===== config.mk =====
export PLATFORM = sky130hd
export DESIGN_NAME = text_console
export DESIGN_NICKNAME = d
export VERILOG_FILES = /design/src/rtl/text_console.sv
export SDC_FILE = /design/constraint.sdc
export NUM_CORES = 1
export LEC_CHECK = 0
export ABC_CLOCK_PERIOD_IN_PS = 3900
export CORE_ASPECT_RATIO = 1.4
export CORE_MARGIN = 4
export CORE_UTILIZATION = 56
export CTS_CLUSTER_DIAMETER = 150
export DETAILED_ROUTE_END_ITERATION = 8
export PLACE_DENSITY = 0.84
export SLEW_MARGIN = 5
export SYNTH_ARGS = -nofsm -noshare
export SYNTH_HDL_FRONTEND = slang
export SYNTH_SLANG_ARGS = --single-unit

===== constraint.sdc =====
create_clock -name clk_50mhz -period 3.9 [get_ports clk_50mhz]
set_input_delay 0.78 -clock clk_50mhz [delete_from_list [all_inputs] [get_ports clk_50mhz]]
set_output_delay 0.78 -clock clk_50mhz [all_outputs]
set_load 0.03 [all_outputs]

===== src/rtl/text_console.sv =====
// text_console: character-cell console writer for a video text buffer.
// Accepts one character/control code at a time via a valid/ready handshake,
// writes printable codes at the cursor, handles CR/LF/BS/FF, and blanks the
// new line on every row advance and the whole screen on FF or reset.
//
// Ports:
//   clk_50mhz            single clock, rising edge
//   rst                  asynchronous active-high reset
//   ch_valid / ch_data   producer offer; ch_ready high only in IDLE
//   vm_we/addr/data      one cell write per cycle, addr = {2'b00,row,col}
//   cursor_row/col       current cursor position
//   busy                 high whenever not IDLE
module text_console #(
  parameter int         COLS  = 32,
  parameter int         ROWS  = 30,
  parameter logic [7:0] BLANK = 8'h20
) (
  input  logic        clk_50mhz,
  input  logic        rst,
  input  logic        ch_valid,
  input  logic [7:0]  ch_data,
  output logic        ch_ready,
  output logic        vm_we,
  output logic [11:0] vm_addr,
  output logic [7:0]  vm_data,
  output logic [4:0]  cursor_row,
  output logic [4:0]  cursor_col,
  output logic        busy
);

  localparam logic [4:0] LAST_COL = 5'(COLS - 1);
  localparam logic [4:0] LAST_ROW = 5'(ROWS - 1);

  typedef enum logic [1:0] {IDLE, PUT, CLR_LINE, CLR_ALL} state_t;

  state_t      state, state_nx;
  logic [4:0]  row, row_nx, col, col_nx;
  logic [9:0]  cnt, cnt_nx;     // clear counter: {row[4:0], col[4:0]}
  logic [7:0]  data_q, data_nx;
  logic        bs_q, bs_nx;     // current PUT is a backspace erase
  logic        we;
  logic [4:0]  row_adv, col_dec;

  assign row_adv = (row == LAST_ROW) ? 5'd0 : row + 5'd1;
  assign col_dec = col - 5'd1;

  always_ff @(posedge clk_50mhz or posedge rst) begin
    if (rst) begin
      state  <= CLR_ALL;
      row    <= 5'd0;
      col    <= 5'd0;
      cnt    <= 10'd0;
      data_q <= BLANK;
      bs_q   <= 1'b0;
    end else begin
      state  <= state_nx;
      row    <= row_nx;
      col    <= col_nx;
      cnt    <= cnt_nx;
      data_q <= data_nx;
      bs_q   <= bs_nx;
    end
  end

  always_comb begin
    state_nx = state;
    row_nx   = row;
    col_nx   = col;
    cnt_nx   = cnt;
    data_nx  = data_q;
    bs_nx    = bs_q;
    we       = 1'b0;
    vm_addr  = 12'd0;
    vm_data  = BLANK;
    case (state)
      IDLE: begin
        if (ch_valid) begin
          data_nx = ch_data;
          bs_nx   = 1'b0;
          if (ch_data >= 8'h20 && ch_data <= 8'h7E) begin
            state_nx = PUT;
          end else begin
            case (ch_data)
              8'h0D: col_nx = 5'd0;
              8'h0A: begin
                col_nx   = 5'd0;
                row_nx   = row_adv;
                cnt_nx   = 10'd0;
                state_nx = CLR_LINE;
              end
              8'h08: begin
                // Cursor moves back at the end of the erase write.
                if (col != 5'd0) begin
                  bs_nx    = 1'b1;
                  data_nx  = BLANK;
                  state_nx = PUT;
                end
              end
              8'h0C: begin
                row_nx   = 5'd0;
                col_nx   = 5'd0;
                cnt_nx   = 10'd0;
                state_nx = CLR_ALL;
              end
              default: ;
            endcase
          end
        end
      end
      PUT: begin
        we      = 1'b1;
        vm_addr = {2'b00, row, (bs_q ? col_dec : col)};
        vm_data = data_q;
        if (bs_q) begin
          col_nx   = col_dec;
          state_nx = IDLE;
        end else if (col == LAST_COL) begin
          col_nx   = 5'd0;
          row_nx   = row_adv;
          cnt_nx   = 10'd0;
          state_nx = CLR_LINE;
        end else begin
          col_nx   = col + 5'd1;
          state_nx = IDLE;
        end
      end
      CLR_LINE: begin
        we      = 1'b1;
        vm_addr = {2'b00, row, cnt[4:0]};
        if (cnt[4:0] == LAST_COL) state_nx = IDLE;
        else                      cnt_nx   = cnt + 10'd1;
      end
      CLR_ALL: begin
        we      = 1'b1;
        vm_addr = {2'b00, cnt};
        // Column field skips straight to the next row when COLS < 32.
        if (cnt[4:0] == LAST_COL) begin
          if (cnt[9:5] == LAST_ROW) begin
            cnt_nx   = 10'd0;
            state_nx = IDLE;
          end else begin
            cnt_nx = {cnt[9:5] + 5'd1, 5'd0};
          end
        end else begin
          cnt_nx = cnt + 10'd1;
        end
      end
      default: state_nx = IDLE;
    endcase
  end

  // State is CLR_ALL while rst is held, so the strobe is masked directly.
  assign vm_we      = we & ~rst;
  assign ch_ready   = (state == IDLE);
  assign busy       = (state != IDLE);
  assign cursor_row = row;
  assign cursor_col = col;

endmodule


Word level (Yosys, flattened, before mapping):

Index checks and enable logic that the tools add are counted.

* add/subtract/negate cells: 5
* $lt $le $gt $ge: 2
* equality and inequality tests: 24
* mux-type cells: 42
* bitwise operators: 2
* reductions and logical operators: 13

Operators with widths (number)
* two-way mux 10 bit: 8
* two-way mux 5 bit: 11
* case mux 10 bit (4 select lines): 1
* == test 8 x 4 -> 1 bit, second input constant: 4
* two-way mux 8 bit: 4
* case mux 10 bit (3 select lines): 1
* case mux 5 bit (2 select lines): 3
* == test 5 bit, second input constant: 4
* != test 2 bit, second input constant: 10
* AND reduction 6 bit: 3
* two-way mux 2 bit: 8
* adder 5 x 1 -> 5 bit, second input constant: 3
* adder 10 x 1 -> 10 bit, second input constant: 1
* greater-or-equal comparator 8 x 6 -> 1 bit, second input constant: 1
* <= comparator 8 x 7 -> 1 bit, second input constant: 1
* case mux 2 bit (4 select lines): 1
* case mux 2 bit (3 select lines): 1
* OR reduction 3 bit: 2
* != test 5 x 1 -> 1 bit, second input constant: 1
* nonzero test 5 bit: 1
* subtractor 5 x 1 -> 5 bit, second input constant: 1
* == test 2 bit, second input constant: 2
* two-way mux 1 bit: 4
* != test 4 bit, second input constant: 1
* other kinds (10): 11

* register bits after elaboration: 31
* input port bits: 11
* output and inout bits: 33
* word-level logic and storage cells: 94

Longest topological paths before layout:

Gate-level depths: netlist of run 1.

* depth in word-level cells: 6
* depth in mapped cells: 9
* mapped depth without buffers: 8

Worst setup path before layout of run 1:

Ideal clock, no wire load.

* path type: register -> output
* start: reg state[1]
* end: out vm_addr[5]
* arrival time: 1.977 ns
* required time: 3.120 ns
* path slack: 1.143 ns
* stages on the path, launching flop included: 6
* buffers on the path: 3
* cells stage by stage: dfstp_2 > buf_4 > clkbuf_1 > buf_1 > nand2_1 > o21ai_0

* cells in the longest elaborated chain, start to end: 2
* elaborated cells on any way between the ends: 4
* those cells by class: 3 x eq/ne; 1 x mux

RTL lines
* start, declared: RTL line 36 `state_t state, state_nx;`
* start signal, assigned: RTL line 56 `state <= state_nx;`
* == test 2 bit or == test 2 x 1 -> 1 bit (tied branches): RTL line 75 `case (state)`
* case mux 10 bit (3 select lines) (*): RTL line 75
* end, declared: RTL line 24 `output logic [11:0] vm_addr,`

Mark *: on every way between the ends. The rest lies on a longest branch, timed or not.

Worst setup path in the final report of run 1:

Same ends and word-level chain as after synthesis.

==> insert_results.sql, run 1 <==
INSERT INTO impl_metrics (metric_group, metric, value, unit) VALUES
('synth', 'syn-instance-count', '262', ''),
('cells_and_area', 'n_fill_cell', '287', ''),
('sta', 'min_period_over_period', '79.79', '%'),
('critical_path', 'required_time_reported_for_the_critical_path_endpoint', '3.12', 'ns'),
('floorplan', 'fp.dieH', '82.54', 'um'),
('cells_and_area', 'most-common-layout-cells', 'clkdlybuf4s50_1 (41), nand2_1 (37), o21ai_0 (32), dfrtp_1 (28)', ''),
('sta', 'achievable-frequency', '0.3213', 'GHz'),
('global_route', 'grt.total_usage', '24.03', '%'),
('floorplan', 'top_level_pins', '44', ''),
('floorplan', 'die-width', '61.24', 'um'),
('cells_and_area', 'area_delta_synth_final', '22.30', '%'),
('critical_path', 'max_stage_delay', '0.86', 'ns'),
('clock_network', 'clk_path_buf_depth', '2', ''),
('critical_path', 'worstPathArrival', '2.33', 'ns'),
('critical_path', 'timing.rr.start', 'cnt[0]', ''),
('detailed_routing', 'first_iter_violations', '102', ''),
('clock_network', 'ctsHtreeMaxLevel', '2', ''),
('critical_path', 'critPathLaunchType', 'flip-flop', ''),
('run_status', 'status', 'completed', ''),
('worst_hold_path', 'hold_depth', '2', ''),
('synth', 'synth_ff_type', 'dfrtp_1', ''),
('placement', 'detailedPlacementHpwl', '4054', 'um'),
('sta', 'setup_total_negative_slack', '0', 'ns'),
('floorplan', 'row_count', '26', ''),
('sta', 'post-route-worst-setup-slack', '0.7881', 'ns'),
('job', 'maxCapViolCount', '0', ''),
('synth', 'synthDominantCellAreaShare', '31.53', '%'),
('cells_and_area', 'post_route_cells_drive_above_1_share', '10.40', '%'),
('cells_and_area', 'final_cell_count_no_fill', '340', ''),
('detailed_routing', 'drt_drc_violations_left', '0', ''),
('detailed_routing', 'route.vias.total', '2026', ''),
('global_route', 'grt_antenna_before_repair', '0', ''),
('critical_path', 'worst-r2r-setup-slack', '1.25', 'ns'),
('floorplan', 'effective_utilization_at_floorplan', '59.40', '%'),
('clock_network', 'ctsResizeCount', '0', ''),
('critical_path', 'kind_of_end_point_of_the_critical_path', 'primary output', ''),
('critical_path', 'slowest_stage', 'dfstp_2', ''),
('worst_hold_path', 'hold_path_class', 'flip-flop to flip-flop', ''),
('worst_hold_path', 'hold_path.startpoint', 'data_q[3]', ''),
('power_and_ir_drop', 'cellLeakagePower', '1.151', 'nW'),
('synth', 'syn-mean-instance-area', '8.481', 'um^2'),
('detailed_routing', 'drt-vias-per-instance', '5.959', ''),
('sta', 'hold_viol', '0', ''),
('synth', 'ys_seq_area_share', '35.08', '%'),
('sta', 'report.final.setup_viol', '0', ''),
('clock_network', 'hold_bufs_at_cts', '0', ''),
('sta', 'grt_setup_unrepaired', 'no', ''),
('clock_network', 'clk_root_buffer_cell', 'clkbuf_8', ''),
('sta', 'worst_setup_skew_after_layout', '0.004706', 'ns'),
('clock_network', 'cts_post_setup_buffers_inserted', '0', ''),
('critical_path', 'r2r_cells', '8', ''),
('global_route', 'maximum_number_of_pins_on_one_net_before_global_route_repair', '31', ''),
('clock_network', 'worst_setup_hold_path_clk_slew', '0.07', 'ns'),
('critical_path', 'type_of_the_worst_setup_path', 'flip-flop to primary output', ''),
('synth', 'yosys-top-cells-area', 'dfrtp_1 (32%), o21ai_0 (7.2%), nand2_1 (6.3%), ha_1 (5.1%), mux2_2 (5.1%)', ''),
('synth', 'synth_seq_cells', '31', ''),
('synth', 'synth_edf_count', '0', ''),
('sta', 'period_minus_slack', '3.112', 'ns'),
('clock_network', 'clock_latency', '0.28', 'ns'),
('clock_network', 'cts_inserted_buffers', '5', ''),
('detailed_routing', 'final_antenna_net_count', '0', ''),
('sta', 'maxSlewHeadroom', '43.41', '%'),
('placement', 'placement.io_buffers', '41', ''),
('synth', 'yosys_warnings', '0', ''),
('critical_path', 'worst_setup_path_startpoint', 'state[1]', ''),
('global_route', 'grt_pass1_vias', '1971', ''),
('clock_network', 'tritoncts_clock_tree', 'built', ''),
('placement', 'dpl.cell_count', '332', ''),
('detailed_routing', 'drt-total-wl', '5479', 'um'),
('synth', 'synth_cell_type_count', '51', ''),
('critical_path', 'critical_path.cell_chain', 'mux2_2 > nand2_1 > o21ai_0 > clkdlybuf4s50_1', '');
[cell usage after synthesis, types with 2 or more instances]
library cell	count
ha_1	9
inv_1	10
dfstp_2	3
buf_1	2
and2b_1	2
a21oi_1	9
and2_1	9
xor2_1	4
nand4_1	5
buf_4	3
mux2_2	10
a22o_1	4
a32oi_1	2
nand3_1	12
a31oi_1	5
or2_2	3
xnor2_1	5
buf_6	2
o2bb2ai_1	4
nand2b_1	6
nor3_1	3
nor2b_1	3
clkbuf_1	9
and3_1	5
o21ai_0	32
mux2i_1	2
nand2_1	37
dfrtp_1	28
nor2_1	12
[logic make-up (layout without fill, tap and decap cells)]
family / Yosys count / in the layout / synth area share (%)
AND/OR/NAND/NOR: 106 / 106 / 24.89
AO/OA/AOI/OAI: 68 / 68 / 19.71
flip-flops: 31 / 31 / 35.08
buffers and inverters: 26 / 61 / 5.574
multiplexers: 12 / 12 / 5.969
adder cells (fa/ha/maj): 9 / 9 / 5.068
XOR/XNOR: 9 / 9 / 3.547
other: 1 / 2 / 0.1688
[power by group]
group	internal (mW)	switching, mW	total (mW)
Combinational	0.379	0.484	0.863
Sequential	0.438	0.172	0.611
Clock	0.161	0.117	0.278
[stage by stage]
step / util, % / area [um^2]
finish: 72.64 / 2718
global route: 72.64 / 2718
CTS: 72.64 / 2718
detailed placement: 69.97 / 2618
global placement: 69.97 / 2618
floorplan: - / 2226
[routing by layer]
layer	global-route usage (%)	wire length, um
met1	27.85	2247
met2	41.31	2951
met3	5.599	176
met4	10.20	104
met5	0	0
[flip-flops by register name, indices dropped and copies added (netlist names)]
name and flops:
cursor_row 5, cnt 10, bs_q 1, data_q 8, state 2, cursor_col 5
[layout make-up]
class | instances | area [um^2] | share of cell area [%]
Tap cell | 42 | 52.55 | 1.934
Inverter | 10 | 37.54 | 1.381
Multi-Input combinational cell | 206 | 1323 | 48.66
Clock buffer | 8 | 100.1 | 3.683
Sequential cell | 31 | 779.5 | 28.68
Timing Repair Buffer | 43 | 425.4 | 15.65
[worst max-delay path: cells and delay by family (launching register included)]
kind	cells	cell delay (ns)
compound gates	1	0.10
buf+inv	1	0.62
mux	1	0.39
simple gates	1	0.07
flops	1	0.86
[how the worst max path moves through the flow]
| stage | slack, ns | depth (start not counted) | end |
|---|---|---|---|
| after floorplan | 1.14 | 5 | vm_addr[5] |
| after global placement | 0.85 | 6 | cnt[3] |
| after detailed placement | 0.77 | 6 | cnt[3] |
| after CTS | 0.76 | 6 | vm_addr[4] |
| after global routing | 0.62 | 6 | vm_addr[4] |
| final | 0.79 | 4 | vm_addr[5] |
Power figures use the tool's default switching activity.
==> run 2: changes to the inputs <==
ABC_CLOCK_PERIOD_IN_PS = 2600   (was 3900)
CORE_UTILIZATION = 47   (was 56)
PLACE_DENSITY = 0.75   (was 0.84)
clock period = 2.6 ns   (was 3.9 ns; I/O delays follow)
==> insert_results.sql, run 2 (synthesis results as in run 1) <==
INSERT INTO impl_metrics (metric_group, metric, value, unit) VALUES
('floorplan', 'die-width', '66.11', 'um'),
('power_and_ir_drop', 'internal_power', '1.521', 'mW'),
('power_and_ir_drop', 'power-per-cell-area', '945.6', 'mW/mm^2'),
('critical_path', 'cp_max_fo', '18', ''),
('critical_path', 'worst-r2r-setup-slack', '0.19', 'ns'),
('global_route', 'first_pass_grt_wire_length', '9749', 'um'),
('critical_path', 'worst_setup_path_startpoint', 'state[1]', ''),
('cells_and_area', 'top_register', 'cnt', ''),
('sta', 'achievable-frequency', '0.3960', 'GHz'),
('cells_and_area', 'post_route_cells_drive_above_1_share', '19.57', '%'),
('detailed_routing', 'drt-vias-per-instance', '5.578', ''),
('placement', 'detailed_place.area', '0.002803', 'mm^2'),
('cells_and_area', 'post-route-cell-area', '0.002889', 'mm^2'),
('detailed_routing', 'first_iter_violations', '201', ''),
('cells_and_area', 'finalCoreUtilization', '63.19', '%'),
('sta', 'report.final.setup_viol', '0', ''),
('floorplan', 'core_region_area', '0.004572', 'mm^2'),
('power_and_ir_drop', 'share_clk_of_total_power', '14.7', '%'),
('detailed_routing', 'drt_first_pass_iters', '4', ''),
('cells_and_area', 'number_of_flip_flops_under_the_largest_register_name', '10', ''),
('sta', 'worst_setup_skew_after_layout', '0.007166', 'ns'),
('global_route', 'grt.total_usage', '21.16', '%'),
('critical_path', 'worstSetupEndpoint', 'ch_ready', ''),
('detailed_routing', 'route.vias.total', '2142', ''),
('global_route', 'globalRouteOverflowTotal', '0', ''),
('cells_and_area', 'largest_registers', 'cnt: 10 flops, data_q: 8 flops', ''),
('floorplan', 'row_count', '29', ''),
('critical_path', 'critical_path.reg2reg.endpoint', 'cnt[3]', ''),
('detailed_routing', 'drt-total-wl', '5917', 'um'),
('floorplan', 'top_level_pins', '44', ''),
('global_route', 'grt_antenna_before_repair', '0', ''),
('sta', 'grt_setup_unrepaired', 'no', ''),
('placement', 'place.gp.congestion', '0.9102', ''),
('clock_network', 'worst_setup_hold_path_clk_slew', '0.07', 'ns'),
('detailed_routing', 'wl_per_cell', '15.41', 'um'),
('power_and_ir_drop', 'net-switching-power', '1.211', 'mW'),
('clock_network', 'clk_root_buffer_cell', 'clkbuf_8', ''),
('worst_hold_path', 'hold_path_class', 'flip-flop to flip-flop', ''),
('floorplan', 'die-area', '0.005907', 'mm^2'),
('clock_network', 'clk_path_buf_depth', '2', ''),
('sta', 'min_period_over_period', '97.11', '%'),
('critical_path', 'r2r_cells', '8', ''),
('critical_path', 'slowest_stage', 'clkdlybuf4s50_1', ''),
('detailed_routing', 'final_antenna_net_count', '0', ''),
('clock_network', 'clock_latency', '0.28', 'ns'),
('cells_and_area', 'insertedDiodeCount', '0', ''),
('clock_network', 'cts_post_setup_buffers_inserted', '0', ''),
('power_and_ir_drop', 'irDropWorstVdd', '0.0005410', 'V'),
('critical_path', 'critical_path.cell_chain', 'or2_2 > inv_1 > clkdlybuf4s50_1', ''),
('detailed_routing', 'drt_drc_violations_left', '0', ''),
('critical_path', 'worstPathArrival', '2.00', 'ns'),
('clock_network', 'tritoncts_clock_tree', 'built', ''),
('power_and_ir_drop', 'total_power_after_layout', '2.732', 'mW'),
('cells_and_area', 'most-common-layout-cells', 'nand2_1 (37), buf_4 (34), o21ai_0 (32), dfrtp_1 (28), clkdlybuf4s50_1 (23)', ''),
('power_and_ir_drop', 'power.share.switching', '44.33', '%'),
('power_and_ir_drop', 'sequentialPowerShare', '30.7', '%'),
('critical_path', 'kind_of_end_point_of_the_critical_path', 'primary output', ''),
('cells_and_area', 'area_delta_synth_final', '30.01', '%'),
('critical_path', 'max_stage_delay', '0.69', 'ns'),
('global_route', 'grt_pass1_vias', '2082', ''),
('placement', 'placement.io_buffers', '41', ''),
('sta', 'hold_viol', '0', ''),
('critical_path', 'type_of_the_worst_setup_path', 'flip-flop to primary output', ''),
('floorplan', 'fp.dieH', '89.36', 'um'),
('power_and_ir_drop', 'cellLeakagePower', '1.320', 'nW'),
('floorplan', 'effective_utilization_at_floorplan', '48.60', '%'),
('cells_and_area', 'layout.cells.most_common', 'nand2_1', ''),
('sta', 'maxSlewViolCount', '0', ''),
('power_and_ir_drop', 'pwr-share-comb', '54.6', '%'),
('critical_path', 'required_time_reported_for_the_critical_path_endpoint', '2.08', 'ns'),
('sta', 'setup_total_negative_slack', '0', 'ns'),
('critical_path', 'timing.rr.start', 'cnt[1]', ''),
('critical_path', 'critPathLaunchType', 'flip-flop', ''),
('run_status', 'status', 'completed', ''),
('placement', 'post-place-ws', '0.05465', 'ns'),
('global_route', 'maximum_number_of_pins_on_one_net_before_global_route_repair', '32', ''),
('job', 'maxCapViolCount', '0', ''),
('sta', 'period_minus_slack', '2.525', 'ns'),
('clock_network', 'ctsHtreeMaxLevel', '2', ''),
('sta', 'post-route-worst-setup-slack', '0.07502', 'ns'),
('clock_network', 'cts.sinks', '31', ''),
('placement', 'detailedPlacementHpwl', '4308', 'um'),
('cells_and_area', 'fin_nets', '341', ''),
('clock_network', 'cts_inserted_buffers', '5', '');
## run 2: worst min path at each step
stage | startpoint | endpoint | slack (ns) | cells after the start
after floorplan | data_q[0] | data_q[0] | 0.44 | 2
after global placement | data_q[0] | data_q[0] | 0.46 | 2
after detailed placement | data_q[2] | data_q[2] | 0.48 | 2
after CTS | data_q[2] | data_q[2] | 0.49 | 2
after global routing | data_q[1] | data_q[1] | 0.51 | 1
final | data_q[2] | data_q[2] | 0.49 | 2
## run 2: power by group through the flow
stage | combinational (mW) | sequential (mW) | clock (mW)
after global routing | 1.62 | 0.869 | 0.432
after floorplan | 0.944 | 0.850 | 0
after CTS | 1.49 | 0.835 | 0.405
final | 1.49 | 0.839 | 0.401
after global placement | 1.51 | 0.837 | 0
after detailed placement | 1.53 | 0.837 | 0
## run 2: critical path: cells and delay by family, from the launching register on
family                 cells  cell delay (ns)
AND/OR/NAND/NOR            1             0.36
buffers and inverters      2             0.82
flip-flops                 1             0.54
## run 2: per-layer routing
layer / share of wire [%] / GRT usage [%]
met5: 0 / 0
met4: 1.4 / 7.394
met3: 3.6 / 3.774
met2: 54 / 38.75
met1: 41 / 24.43
## run 2: layout make-up
type | count | area, um^2
Clock inverter | 1 | 5.005
Timing Repair Buffer | 67 | 576.8
Inverter | 10 | 37.54
Tap cell | 62 | 77.57
Clock buffer | 7 | 86.33
Fill cell | 416 | 1683
Multi-Input combinational cell | 206 | 1323
Sequential cell | 31 | 783.3
## run 2: per-stage QoR
step                cells  hold WS [ns]
floorplan             263        0.4418
global placement      376        0.4630
detailed placement    376        0.4769
CTS                   384        0.4936
global route          384        0.5147
finish                384        0.4879
## run 2: timing repair
action                                  4_1_cts  5_1_grt
gates resized for setup                      10        1
endpoints found under the hold margin         0        0
endpoints found under the setup margin        9        1
hold buffers                                  0        0
==> run 3: changes to the inputs <==
CELL_PAD_IN_SITES_DETAIL_PLACEMENT = 0   (was not set)
CELL_PAD_IN_SITES_GLOBAL_PLACEMENT = 2   (was not set)
CORE_UTILIZATION = 28   (was 47)
==> insert_results.sql, run 3 (synthesis results as in run 1) <==
INSERT INTO impl_metrics (metric_group, metric, value, unit) VALUES
('cells_and_area', 'most-common-layout-cells', 'nand2_1 (37), o21ai_0 (32), buf_4 (30), dfrtp_1 (28), clkdlybuf4s50_1 (23)', ''),
('power_and_ir_drop', 'cellLeakagePower', '1.295', 'nW'),
('cells_and_area', 'finalCoreUtilization', '37.37', '%'),
('detailed_routing', 'route.vias.total', '2065', ''),
('detailed_routing', 'drt-total-wl', '6033', 'um'),
('floorplan', 'top_level_pins', '44', ''),
('detailed_routing', 'drt-vias-per-instance', '4.940', ''),
('cells_and_area', 'number_of_flip_flops_under_the_largest_register_name', '10', ''),
('detailed_routing', 'wl_per_cell', '14.43', 'um'),
('cells_and_area', 'multi_input_comb_area', '0.001323', 'mm^2'),
('detailed_routing', 'drt_drc_violations_left', '0', ''),
('clock_network', 'clk_path_buf_depth', '2', ''),
('global_route', 'top_usage_layer', 'met2', ''),
('critical_path', 'slowest_stage', 'clkdlybuf4s50_1', ''),
('cells_and_area', 'post_route_cells_drive_above_1_share', '18.55', '%'),
('global_route', 'grt.total_usage', '13.49', '%'),
('detailed_routing', 'first_iter_violations', '74', ''),
('clock_network', 'clock_latency', '0.28', 'ns'),
('placement', 'detailedPlacementHpwl', '4620', 'um'),
('clock_network', 'ctsHtreeMaxLevel', '2', ''),
('critical_path', 'required_time_reported_for_the_critical_path_endpoint', '2.08', 'ns'),
('placement', 'place.gp.congestion', '0.7766', ''),
('global_route', 'grt_pass1_vias', '2184', ''),
('job', 'maxCapViolCount', '0', ''),
('sta', 'hold_viol', '0', ''),
('floorplan', 'die-width', '83.29', 'um'),
('clock_network', 'cts.sinks', '31', ''),
('sta', 'setup_total_negative_slack', '0', 'ns'),
('floorplan', 'core_region_area', '0.007750', 'mm^2'),
('power_and_ir_drop', 'total_power_after_layout', '2.640', 'mW'),
('clock_network', 'hold_bufs_at_cts', '0', ''),
('global_route', 'globalRouteOverflowTotal', '0', ''),
('sta', 'period_minus_slack', '2.457', 'ns'),
('critical_path', 'cp_max_fo', '14', ''),
('floorplan', 'effective_utilization_at_floorplan', '28.67', '%'),
('power_and_ir_drop', 'power-per-cell-area', '911.5', 'mW/mm^2'),
('cells_and_area', 'fin_nets', '337', ''),
('floorplan', 'die-area', '0.009446', 'mm^2'),
('cells_and_area', 'n_fill_cell', '828', ''),
('global_route', 'gr-usage-met1', '16.26', '%'),
('critical_path', 'max_stage_delay', '0.69', 'ns'),
('cells_and_area', 'insertedDiodeCount', '0', ''),
('cells_and_area', 'area_delta_synth_final', '30.35', '%'),
('cells_and_area', 'layout.cells.most_common', 'nand2_1', ''),
('floorplan', 'fp.dieH', '113.4', 'um'),
('detailed_routing', 'final_antenna_net_count', '0', ''),
('cells_and_area', 'top_register', 'cnt', ''),
('sta', 'achievable-frequency', '0.4070', 'GHz'),
('sta', 'grt_setup_unrepaired', 'no', ''),
('cells_and_area', 'largest_registers', 'cnt: 10 flops, data_q: 8 flops', ''),
('global_route', 'grt_antenna_before_repair', '0', ''),
('sta', 'worst_setup_skew_after_layout', '0.005579', 'ns'),
('critical_path', 'worstPathArrival', '1.94', 'ns'),
('sta', 'min_period_over_period', '94.51', '%'),
('floorplan', 'row_count', '38', ''),
('clock_network', 'tritoncts_clock_tree', 'built', ''),
('cells_and_area', 'register_area', '779.5', 'um^2'),
('global_route', 'maximum_number_of_pins_on_one_net_before_global_route_repair', '32', ''),
('run_status', 'status', 'completed', ''),
('detailed_routing', 'drt_first_pass_iters', '4', ''),
('critical_path', 'critical_path.cell_chain', 'or2_2 > inv_1 > clkdlybuf4s50_1', ''),
('global_route', 'grt.met3_usage', '2.095', '%'),
('sta', 'report.final.setup_viol', '0', ''),
('clock_network', 'cts_inserted_buffers', '5', ''),
('global_route', 'first_pass_grt_wire_length', '10450', 'um'),
('power_and_ir_drop', 'irDropWorstVdd', '0.0005152', 'V'),
('critical_path', 'kind_of_end_point_of_the_critical_path', 'primary output', ''),
('critical_path', 'type_of_the_worst_setup_path', 'flip-flop to primary output', ''),
('sta', 'maxSlewViolCount', '0', ''),
('worst_hold_path', 'hold_path_class', 'flip-flop to flip-flop', ''),
('global_route', 'groute.layer.met2.usage', '23.45', '%'),
('clock_network', 'clk_root_buffer_cell', 'clkbuf_8', ''),
('critical_path', 'critPathLaunchType', 'flip-flop', ''),
('placement', 'placement.io_buffers', '41', ''),
('clock_network', 'worst_setup_hold_path_clk_slew', '0.07', 'ns');
[run 3: cell count changes in the layout (fill, tap and decap cells not counted)]
cell / change
dfstp_2: +1
dfstp_4: -1
buf_4: -4
clkinvlp_4: +1
clkbuf_8: -1
[run 3: cell type report]
cell class	instances	share of cell area, %
clock buffer	6	2.505
inverter	10	1.296
clock inverter	2	0.4320
timing repair buffer	63	18.88
tap	100	4.320
multi-input combinational	206	45.66
sequential	31	26.91
[run 3: worst max-delay path: cells and delay by family, from the launching register on]
kind,cells,cell delay [ns]
buf+inv,2,0.83
simple gates,1,0.37
flops,1,0.45
[run 3: what timing repair did]
item	4_1_cts	5_1_grt
pin swaps	0	0
gates resized for setup	9	1
gates cloned	0	0
setup buffers	0	0
setup endpoints to repair	9	1
[run 3: where the power goes]
group | internal, mW | switching [mW] | leakage, nW
combinational | 0.611 | 0.795 | 0.862
clock | 0.187 | 0.185 | 0.0412
sequential | 0.656 | 0.206 | 0.393
[run 3: per-layer routing]
layer  wire length (um)  up-vias
met4                204        0
li1                   -     1041
met3                151       11
met5                  0        -
met1               2690      978
met2               2987       35
[run 3: path summary, 6_finish.rpt]
check / startpoint / to / slack, ns / cells after the start
hold / removal: data_q[2] / data_q[2] / 0.48 / 2
min in group asynchronous: rst / data_q[1] / 0.66 / 3
max in group asynchronous: rst / state[1] / 1.61 / 3
setup reg to reg: cursor_col[0] / cnt[3] / 0.18 / 9
setup / recovery: state[0] / ch_ready / 0.14 / 3
hold reg to reg: data_q[2] / data_q[2] / 0.48 / 2
[run 3: stage by stage]
| step | instance area [um^2] | instances | setup slack, ns | hold WS (ns) |
|---|---|---|---|---|
| 6_report | 2897 | 418 | 0.1428 | 0.4833 |
| 4_1_cts | 2894 | 418 | 0.07391 | 0.4913 |
| 3_5_place_dp | 2820 | 410 | 0.03698 | 0.4751 |
| 2_1_floorplan | 2226 | 263 | 0.1027 | 0.4418 |
| 3_3_place_gp | 2820 | 410 | 0.02866 | 0.4587 |
| 5_1_grt | 2897 | 418 | 0.02022 | 0.5068 |
